### config.mk
export PLATFORM = sky130hd
export DESIGN_NAME = mem_ctrl
export DESIGN_NICKNAME = d
export VERILOG_FILES = /design/src/rtl/mem_ctrl_pkg.sv /design/src/rtl/mem_ctrl_arb.sv /design/src/rtl/mem_ctrl.sv
export SDC_FILE = /design/constraint.sdc
export NUM_CORES = 1
export LEC_CHECK = 0
export ABC_CLOCK_PERIOD_IN_PS = 2700
export CAP_MARGIN = 0
export CORE_MARGIN = 5
export CORE_UTILIZATION = 40
export CTS_CLUSTER_DIAMETER = 100
export DETAILED_ROUTE_END_ITERATION = 8
export MAX_ROUTING_LAYER = met4
export PLACE_DENSITY_LB_ADDON = 0.05
export SYNTH_ARGS = -nofsm -noshare
export SYNTH_HDL_FRONTEND = slang
export SYNTH_SLANG_ARGS = --single-unit
export TNS_END_PERCENT = 30
### constraint.sdc
create_clock -name clk -period 2.7 [get_ports clk]
set_input_delay 0.405 -clock clk [delete_from_list [all_inputs] [get_ports clk]]
set_output_delay 0.405 -clock clk [all_outputs]
set_load 0.05 [all_outputs]
### src/rtl/mem_ctrl_pkg.sv
// Shared encodings and defaults for the unified-RAM memory controller.
package mem_ctrl_pkg;

  typedef enum logic [1:0] {
    IDLE   = 2'd0,
    ACCESS = 2'd1,
    RESP   = 2'd2
  } state_t;

  typedef enum logic {
    PORT_IF = 1'b0,
    PORT_D  = 1'b1
  } port_t;

  localparam int unsigned MEM_DEPTH_DEF = 512;

endpackage

### src/rtl/mem_ctrl_arb.sv
// Fetch/data arbiter: data port has priority until fetch has waited
// STARVE_LIMIT consecutive data grants.
module mem_ctrl_arb #(
  parameter int unsigned STARVE_LIMIT = 4
) (
  input  logic clk,
  input  logic rst_n,
  input  logic if_valid,
  input  logic d_valid,
  input  logic idle,
  output logic grant_if,
  output logic grant_d
);

  localparam int unsigned CW = (STARVE_LIMIT < 1) ? 1 : $clog2(STARVE_LIMIT + 1);

  logic [CW-1:0] starve_q, starve_d;
  logic          starved;

  assign starved = (32'(starve_q) == STARVE_LIMIT);

  always_comb begin
    grant_d  = idle & d_valid & ~(if_valid & starved);
    grant_if = idle & if_valid & (~d_valid | starved);
    starve_d = starve_q;
    if (idle) begin
      if (!if_valid || grant_if) begin
        starve_d = '0;
      end else if (grant_d && !starved) begin
        starve_d = starve_q + 1'b1;
      end
    end
  end

  always_ff @(posedge clk) begin
    if (!rst_n) begin
      starve_q <= '0;
    end else begin
      starve_q <= starve_d;
    end
  end

endmodule

### src/rtl/mem_ctrl.sv
// Memory controller: arbitrates fetch and data requests onto a single
// negedge-acting RAM, one strobe cycle and one response pulse per request.
module mem_ctrl
  import mem_ctrl_pkg::*;
#(
  parameter int unsigned ADDR_W       = 16,
  parameter int unsigned DATA_W       = 32,
  parameter int unsigned MEM_DEPTH    = MEM_DEPTH_DEF,
  parameter int unsigned STARVE_LIMIT = 4
) (
  input  logic              clk,
  input  logic              rst_n,
  input  logic              if_req_valid,
  output logic              if_req_ready,
  input  logic [ADDR_W-1:0] if_addr,
  output logic              if_resp_valid,
  output logic [DATA_W-1:0] if_rdata,
  output logic              if_resp_err,
  input  logic              d_req_valid,
  output logic              d_req_ready,
  input  logic              d_we,
  input  logic [ADDR_W-1:0] d_addr,
  input  logic [DATA_W-1:0] d_wdata,
  output logic              d_resp_valid,
  output logic [DATA_W-1:0] d_rdata,
  output logic              d_resp_err,
  output logic              mem_rd_en,
  output logic              mem_wr_en,
  output logic [ADDR_W-1:0] mem_addr,
  output logic [DATA_W-1:0] mem_din,
  input  logic [DATA_W-1:0] mem_dout
);

  state_t            state_q;
  port_t             port_q;
  logic              we_q;
  logic              err_hold_q;
  logic              mem_rd_en_q, mem_wr_en_q;
  logic [ADDR_W-1:0] mem_addr_q;
  logic [DATA_W-1:0] mem_din_q;
  logic              if_resp_valid_q, if_resp_err_q;
  logic [DATA_W-1:0] if_rdata_q;
  logic              d_resp_valid_q, d_resp_err_q;
  logic [DATA_W-1:0] d_rdata_q;

  logic              grant_if, grant_d;
  logic              acc_we, acc_ok;
  logic [ADDR_W-1:0] acc_addr;

  mem_ctrl_arb #(
    .STARVE_LIMIT(STARVE_LIMIT)
  ) u_arb (
    .clk     (clk),
    .rst_n   (rst_n),
    .if_valid(if_req_valid),
    .d_valid (d_req_valid),
    .idle    (state_q == IDLE),
    .grant_if(grant_if),
    .grant_d (grant_d)
  );

  assign acc_we   = grant_d & d_we;
  assign acc_addr = grant_d ? d_addr : if_addr;
  assign acc_ok   = (32'(acc_addr) < MEM_DEPTH);

  always_ff @(posedge clk) begin
    if (!rst_n) begin
      state_q         <= IDLE;
      port_q          <= PORT_IF;
      we_q            <= 1'b0;
      err_hold_q      <= 1'b0;
      mem_rd_en_q     <= 1'b0;
      mem_wr_en_q     <= 1'b0;
      mem_addr_q      <= '0;
      mem_din_q       <= '0;
      if_resp_valid_q <= 1'b0;
      if_resp_err_q   <= 1'b0;
      if_rdata_q      <= '0;
      d_resp_valid_q  <= 1'b0;
      d_resp_err_q    <= 1'b0;
      d_rdata_q       <= '0;
    end else begin
      case (state_q)
        IDLE: begin
          if (grant_if || grant_d) begin
            port_q <= grant_d ? PORT_D : PORT_IF;
            we_q   <= acc_we;
            if (acc_ok) begin
              state_q     <= ACCESS;
              mem_addr_q  <= acc_addr;
              mem_rd_en_q <= ~acc_we;
              mem_wr_en_q <= acc_we;
              if (acc_we) begin
                mem_din_q <= d_wdata;
              end
            end else begin
              // Error path waits one RESP cycle so it keeps the in-range latency.
              state_q    <= RESP;
              err_hold_q <= 1'b1;
            end
          end
        end
        ACCESS: begin
          state_q     <= RESP;
          mem_rd_en_q <= 1'b0;
          mem_wr_en_q <= 1'b0;
          if (port_q == PORT_D) begin
            d_resp_valid_q <= 1'b1;
            d_resp_err_q   <= 1'b0;
            d_rdata_q      <= we_q ? '0 : mem_dout;
          end else begin
            if_resp_valid_q <= 1'b1;
            if_resp_err_q   <= 1'b0;
            if_rdata_q      <= mem_dout;
          end
        end
        RESP: begin
          if (err_hold_q) begin
            err_hold_q <= 1'b0;
            if (port_q == PORT_D) begin
              d_resp_valid_q <= 1'b1;
              d_resp_err_q   <= 1'b1;
              d_rdata_q      <= '0;
            end else begin
              if_resp_valid_q <= 1'b1;
              if_resp_err_q   <= 1'b1;
              if_rdata_q      <= '0;
            end
          end else begin
            state_q         <= IDLE;
            if_resp_valid_q <= 1'b0;
            if_resp_err_q   <= 1'b0;
            d_resp_valid_q  <= 1'b0;
            d_resp_err_q    <= 1'b0;
          end
        end
        default: state_q <= IDLE;
      endcase
    end
  end

  assign if_req_ready  = grant_if;
  assign d_req_ready   = grant_d;
  assign if_resp_valid = if_resp_valid_q;
  assign if_rdata      = if_rdata_q;
  assign if_resp_err   = if_resp_err_q;
  assign d_resp_valid  = d_resp_valid_q;
  assign d_rdata       = d_rdata_q;
  assign d_resp_err    = d_resp_err_q;
  assign mem_rd_en     = mem_rd_en_q;
  assign mem_wr_en     = mem_wr_en_q;
  assign mem_addr      = mem_addr_q;
  assign mem_din       = mem_din_q;

endmodule

**Yosys cells after proc, flatten, opt, wreduce, memory -nomap -nowiden**

Index checks and enable logic that the tools add are counted.

- Register bits: 126
- Bits of input ports: 101
- Output and inout bits: 120
- Logic and storage cells: 102

- $add $sub $neg: 1
- $lt $le $gt $ge: 1
- Eq/ne operators: 14
- Mux-type cells: 40
- Bitwise gates (word level): 10
- Reductions and logical operators: 21

Operator list:

| operator | number |
|---|---|
| 32-bit two-way mux | 7 |
| 32-bit one-hot mux with 2 select lines | 2 |
| 2-bit inequality test, second input constant | 9 |
| 1-bit two-way mux | 17 |
| 16-bit by 10-bit less-than comparator with 1-bit output, second input constant | 1 |
| 16-bit two-way mux | 1 |
| 3-bit AND reduction | 5 |
| 1-bit one-hot mux with 2 select lines | 7 |
| 4-bit AND reduction | 3 |
| 2-bit nonzero test | 4 |
| 1-bit bitwise AND | 6 |
| 2-bit two-way mux | 3 |
| 3-bit two-way mux | 2 |
| 3-bit inequality test, second input constant | 2 |
| 2-bit one-hot mux with 3 select lines | 1 |
| 2-bit AND reduction | 3 |
| 3-bit by 1-bit adder with 3-bit output, second input constant | 1 |
| 3-bit equality test, second input constant | 1 |
| 1-bit NOT | 3 |
| 2-bit by 1-bit equality test with 1-bit output, second input constant | 1 |
| 2-bit equality test, second input constant | 1 |
| 1-bit zero test | 2 |
| 2-bit zero test | 1 |
| 1-bit logical OR | 2 |
| 2 further kinds | 2 |

**Longest topological paths before layout**

- Word-level depth: 9
- Gate-level depth with buffers: 9
- Gate-level depth less buffers: 6

**By module**

A second synthesis with hierarchy kept.

- Cells, all modules: 595
- Area, all modules: 5447.7 um2

By module, submodules not included:

| module | times used | cells each | area each (um2) | sequential area each (um2) |
|---|---|---|---|---|
| mem_ctrl | 1 | 572 | 5241.3 | 2462.4 |
| mem_ctrl_arb | 1 | 23 | 206.4 | 60.1 |

**Least setup slack after synthesis**

Ideal clock, no wire load.

- Path type: register -> output
- Start: register state_q[0]
- End: output port d_req_ready
- Arrival: 1693 ps
- Data required time: 2295 ps
- Setup slack: 602 ps
- Stages on the path, launching flop included: 8
- Path buffers: 2
- Cell sequence: dfxtp_1 > inv_1 > ha_1 > and2_1 > clkbuf_1 > clkbuf_1 > nand2_1 > inv_1

- Word-level cells in the longest chain between the ends: 3

Ends and longest elaborated chain:

| element | line | source |
|---|---|---|
| start: declaration | mem_ctrl.sv:34 | `state_t state_q;` |
| start signal: assignment | mem_ctrl.sv:68 | `state_q <= IDLE;` |
| start signal: assignment | mem_ctrl.sv:89 | `state_q <= ACCESS;` |
| start signal: assignment | mem_ctrl.sv:98 | `state_q <= RESP;` |
| 2-bit zero test | mem_ctrl.sv:57 | `.idle (state_q == IDLE),` |
| 1-bit bitwise AND (2 in series) | mem_ctrl_arb.sv:23 | `grant_d = idle & d_valid & ~(if_valid & starved);` |
| end: declaration | mem_ctrl.sv:20 | `output logic d_req_ready,` |

Every way passes these cells.

**Worst setup path after layout**

- Start: register state_q[0]
- End: register mem_addr_q[2] (netlist: mem_addr[2])

- Word-level cells in the longest chain between the ends: 6
- Elaborated cells between the ends (all ways): 9
- Classes of those cells: order compare (1); mux (1); bitwise (4); reduce/logical (3)

Ends and longest elaborated chain:

| element | line | source |
|---|---|---|
| 2-bit zero test (*) | mem_ctrl.sv:57, mem_ctrl.sv:83 |  |
| 1-bit bitwise AND (2 in series) | mem_ctrl_arb.sv:23 |  |
| 16-bit two-way mux | mem_ctrl.sv:63 | `assign acc_addr = grant_d ? d_addr : if_addr;` |
| 16-bit by 10-bit less-than comparator with 1-bit output | mem_ctrl.sv:64 | `assign acc_ok = (32'(acc_addr) < MEM_DEPTH);` |
| 3-bit AND reduction (no source line) | - |  |
| end signal: assignment | mem_ctrl.sv:90 | `mem_addr_q <= acc_addr;` |
| end: declaration | mem_ctrl.sv:39 | `logic [ADDR_W-1:0] mem_addr_q;` |

Mark *: on every way between the ends. The rest lies on a longest branch, timed or not.
A chain may end at the register's enable or synchronous reset.

==> summary.md <==
| Metric | Value |
|---|---|
| Largest area contributor in the netlist | `dfxtp_1` |
| Reg2reg end | `mem_addr[2]` |
| DRC | `0` |
| First-pass GRT wire length | `27280 µm` |
| Antenna violations before repair | `0` |
| Cts hold-fix bufs | `0` |
| Max-cap violations | `0` |
| Mapped Nets | `721` |
| Max Used Layer | `met4` |
| DR vias | `5296` |
| Hold EP | `mem_addr[3]` |
| Yosys reg bits | `126` |
| Via density | `5.317` |
| CP required | `3.03 ns` |
| Sum of negative setup slack | `0 ns` |
| Initial DRT Pass Iterations | `4` |
| Met1 Wirelength | `7172 µm` |
| Worst r2r path cells | `6` |
| Hold slack | `0.4605 ns` |
| CTS tree | `yes` |
| Detail Placement HPWL | `11560 µm` |
| TritonCTS buffer count | `17` |
| WP data arrival | `2.54 ns` |
| Port buffer count | `220` |
| Worst-Margin Slew | `0.9231 ns` |
| Largest net degree at the start of global routing | `70` |
| Die W | `127.0 µm` |
| Sequential fraction of the synthesis area | `0.4604` |
| PD cells | `771.0 mW/mm²` |
| Routed WL | `16840 µm` |
| Final setup violation count | `0` |
| Clk sink count | `126` |
| Static Leak | `3.066 nW` |
| # Post-CTS Setup Buffers | `0` |
| Setup crit start kind | `register` |
| # H-tree levels | `4` |
| Post-synth top area share | `0.4604` |
| Core area | `0.01335 mm²` |
| Die ar. | `0.01614 mm²` |
| Setup Skew | `0.003880 ns` |
| Initial Util | `0.4105` |
| Status | `complete, no violations` |
| Fmax achieved | `0.4542 GHz` |
| # diodes | `0` |
| VDD IR-drop max | `0.4742 mV` |
| Tot GR Track Use | `0.2128` |
| Antenna Violating Nets Remaining | `0` |
| Met2 wire len | `8049 µm` |
| Routability cong. | `0.8364` |
| Fin. Hold Viols | `0` |
| Endpoint type of the worst setup path | `register` |
| Synth-to-Final Area Change | `53.16%` |
| Post-Syn Area per Cell | `8.923 µm²` |
| Nets | `915` |
| Cell area after synthesis | `0.005479 mm²` |
| Initial DRC count | `347` |
| Worst Hold Launch | `mem_addr[3]` |
| Met3 Wirelength | `1278 µm` |
| Share of layout cells above drive strength 1 | `0.06220` |
| Clock transition at the registers of the reported paths | `0.05 ns` |
| Top Ports | `221` |
| Warnings, synthesis | `0` |
| Worst slew margin | `0.3839` |
| Worst hold path type | `reg -> reg` |
| GRT overflow | `0` |
| Post-CTS Resized | `0` |
| Unique masters post-synth | `34` |
| Final min period | `2.202 ns` |
| Row count | `42` |
| RR Startpoint | `state_q[0]` |
| RSZ-0062 raised after global routing | `no` |
| Clk root buf | `clkbuf_16` |
| Routed len/inst | `16.91 µm` |
| Synth top area cells | `dfxtp_1 46%, a21boi_0 15%, o21ai_0 7.1%` |
| Worst R2R Setup Slack | `0.50 ns` |
| Crit Path Max Fanout | `19` |
| Clock Latency Late Sink | `0.41 ns` |
| Max-slew violation count | `0` |
| CP Class | `reg -> reg` |
| Count of mapped cells out of synthesis | `614` |
| Vias in the first global route | `5473` |
| Hold depth | `2` |
| CTS max path bufs | `2` |
| Final worst path period share | `0.8155` |
| Total Power | `6.470 mW` |
| Die height | `127.0 µm` |
[cells in the final DEF, fill, tap and decap left out, types with 2 or more instances in the layout]
cell type	n
and2_1	34
clkdlybuf4s50_1	217
mux2i_1	11
o21ai_0	78
clkbuf_1	5
a21boi_0	110
clkbuf_16	17
nand2_1	18
buf_12	3
dfxtp_1	126
inv_1	9
o21a_1	33
bufinv_16	3
and3_1	19
nor2_2	2
clkinv_2	5
nor2_1	9
nand4_1	34
buf_4	16
a21bo_2	2
nand3_1	36
ha_1	5
a21oi_1	4
a31oi_1	2
nand2b_1	3
a21o_1	3
[layer usage]
layer	up-vias	track usage
li1	2575	-
met1	2503	0.2536
met2	194	0.3381
met3	24	0.06845
met4	0	0.07823
met5	-	-
[how the worst max path moves through the flow]
stage / from / to / slack [ns]
after floorplan: state_q[0] / d_req_ready / 0.60
after global placement: if_addr[11] / mem_addr[11] / 0.12
after detailed placement: if_addr[11] / mem_addr[10] / 0.07
after CTS: state_q[1] / mem_addr[2] / 0.48
after global routing: state_q[1] / mem_addr[5] / 0.32
final: state_q[0] / mem_addr[2] / 0.50
[cell type report]
type                    count  area [µm²]
flip-flops and latches    126        2522
repair buffers            236        2352
well taps                 176       220.2
fillers                  1123        4956
clock buffers              23       457.9
multi-input cells         418        2690
inverters                   9       33.78
clock inverters             8       115.1
[sequential cells by signal, summed over array words and instances, names as in the netlist, 2 cells and up]
name and flops:
mem_addr 16, state_q 2, u_arb.starve_q 3, if_rdata 32, mem_din 32, d_rdata 32
[power breakdown]
part	leakage [nW]	internal (mW)	switching, mW
Sequential	1.02	2.04	0.0979
Combinational	1.76	0.749	1.33
Clock	0.285	1.46	0.788
[critical path, cell delays in order, from the launching register on]
cell and delay (ns):
dfxtp_1 0.33, inv_1 0.11, ha_2 0.27, and2_1 0.26, a211o_1 0.24, a21o_1 0.64, mux2i_1 0.27
[synthesized netlist by cell type]
cell type,instances
dfxtp_1,126
and3_1,19
clkbuf_1,57
and2_1,34
mux2i_1,11
o21a_1,33
a21boi_0,110
a21o_1,3
buf_1,2
nand4_1,34
xnor2_1,1
and4b_1,1
nand2b_1,3
nor4_1,1
or4_1,1
or3_1,1
nand3_1,36
a21bo_2,2
a211oi_1,1
a31oi_1,2
nor2b_1,1
nor3_1,1
o22ai_1,1
a21oi_1,5
nor2_1,11
o21bai_1,1
a22o_1,1
ha_1,6
inv_1,9
buf_6,2
nand2_1,18
xor2_1,1
o21ai_0,78
a211o_1,1
[cells by family (layout without fill, tap and decap cells)]
kind of cell    Yosys count  after routing  share of synthesized area
xor+xnor                  2              2                   0.003198
flops                   126            126                     0.4604
buf+inv                  70            276                    0.05070
mux                      11             11                    0.02010
fa+ha+maj                 6              6                    0.01370
simple gates            161            161                     0.1630
compound gates          238            238                     0.2889
[per-stage QoR]
step                      utilization  setup slack (ns)  cells  area, µm²
after floorplan                     -            0.6023    614       5479
after global placement         0.5858            0.1186    965       7819
after detailed placement       0.5858           0.07237    965       7819
after CTS                      0.6287            0.4824    996       8392
after global routing           0.6287            0.3162    996       8392
final                          0.6287            0.4983    996       8392
(Power assumes the default switching activity.)
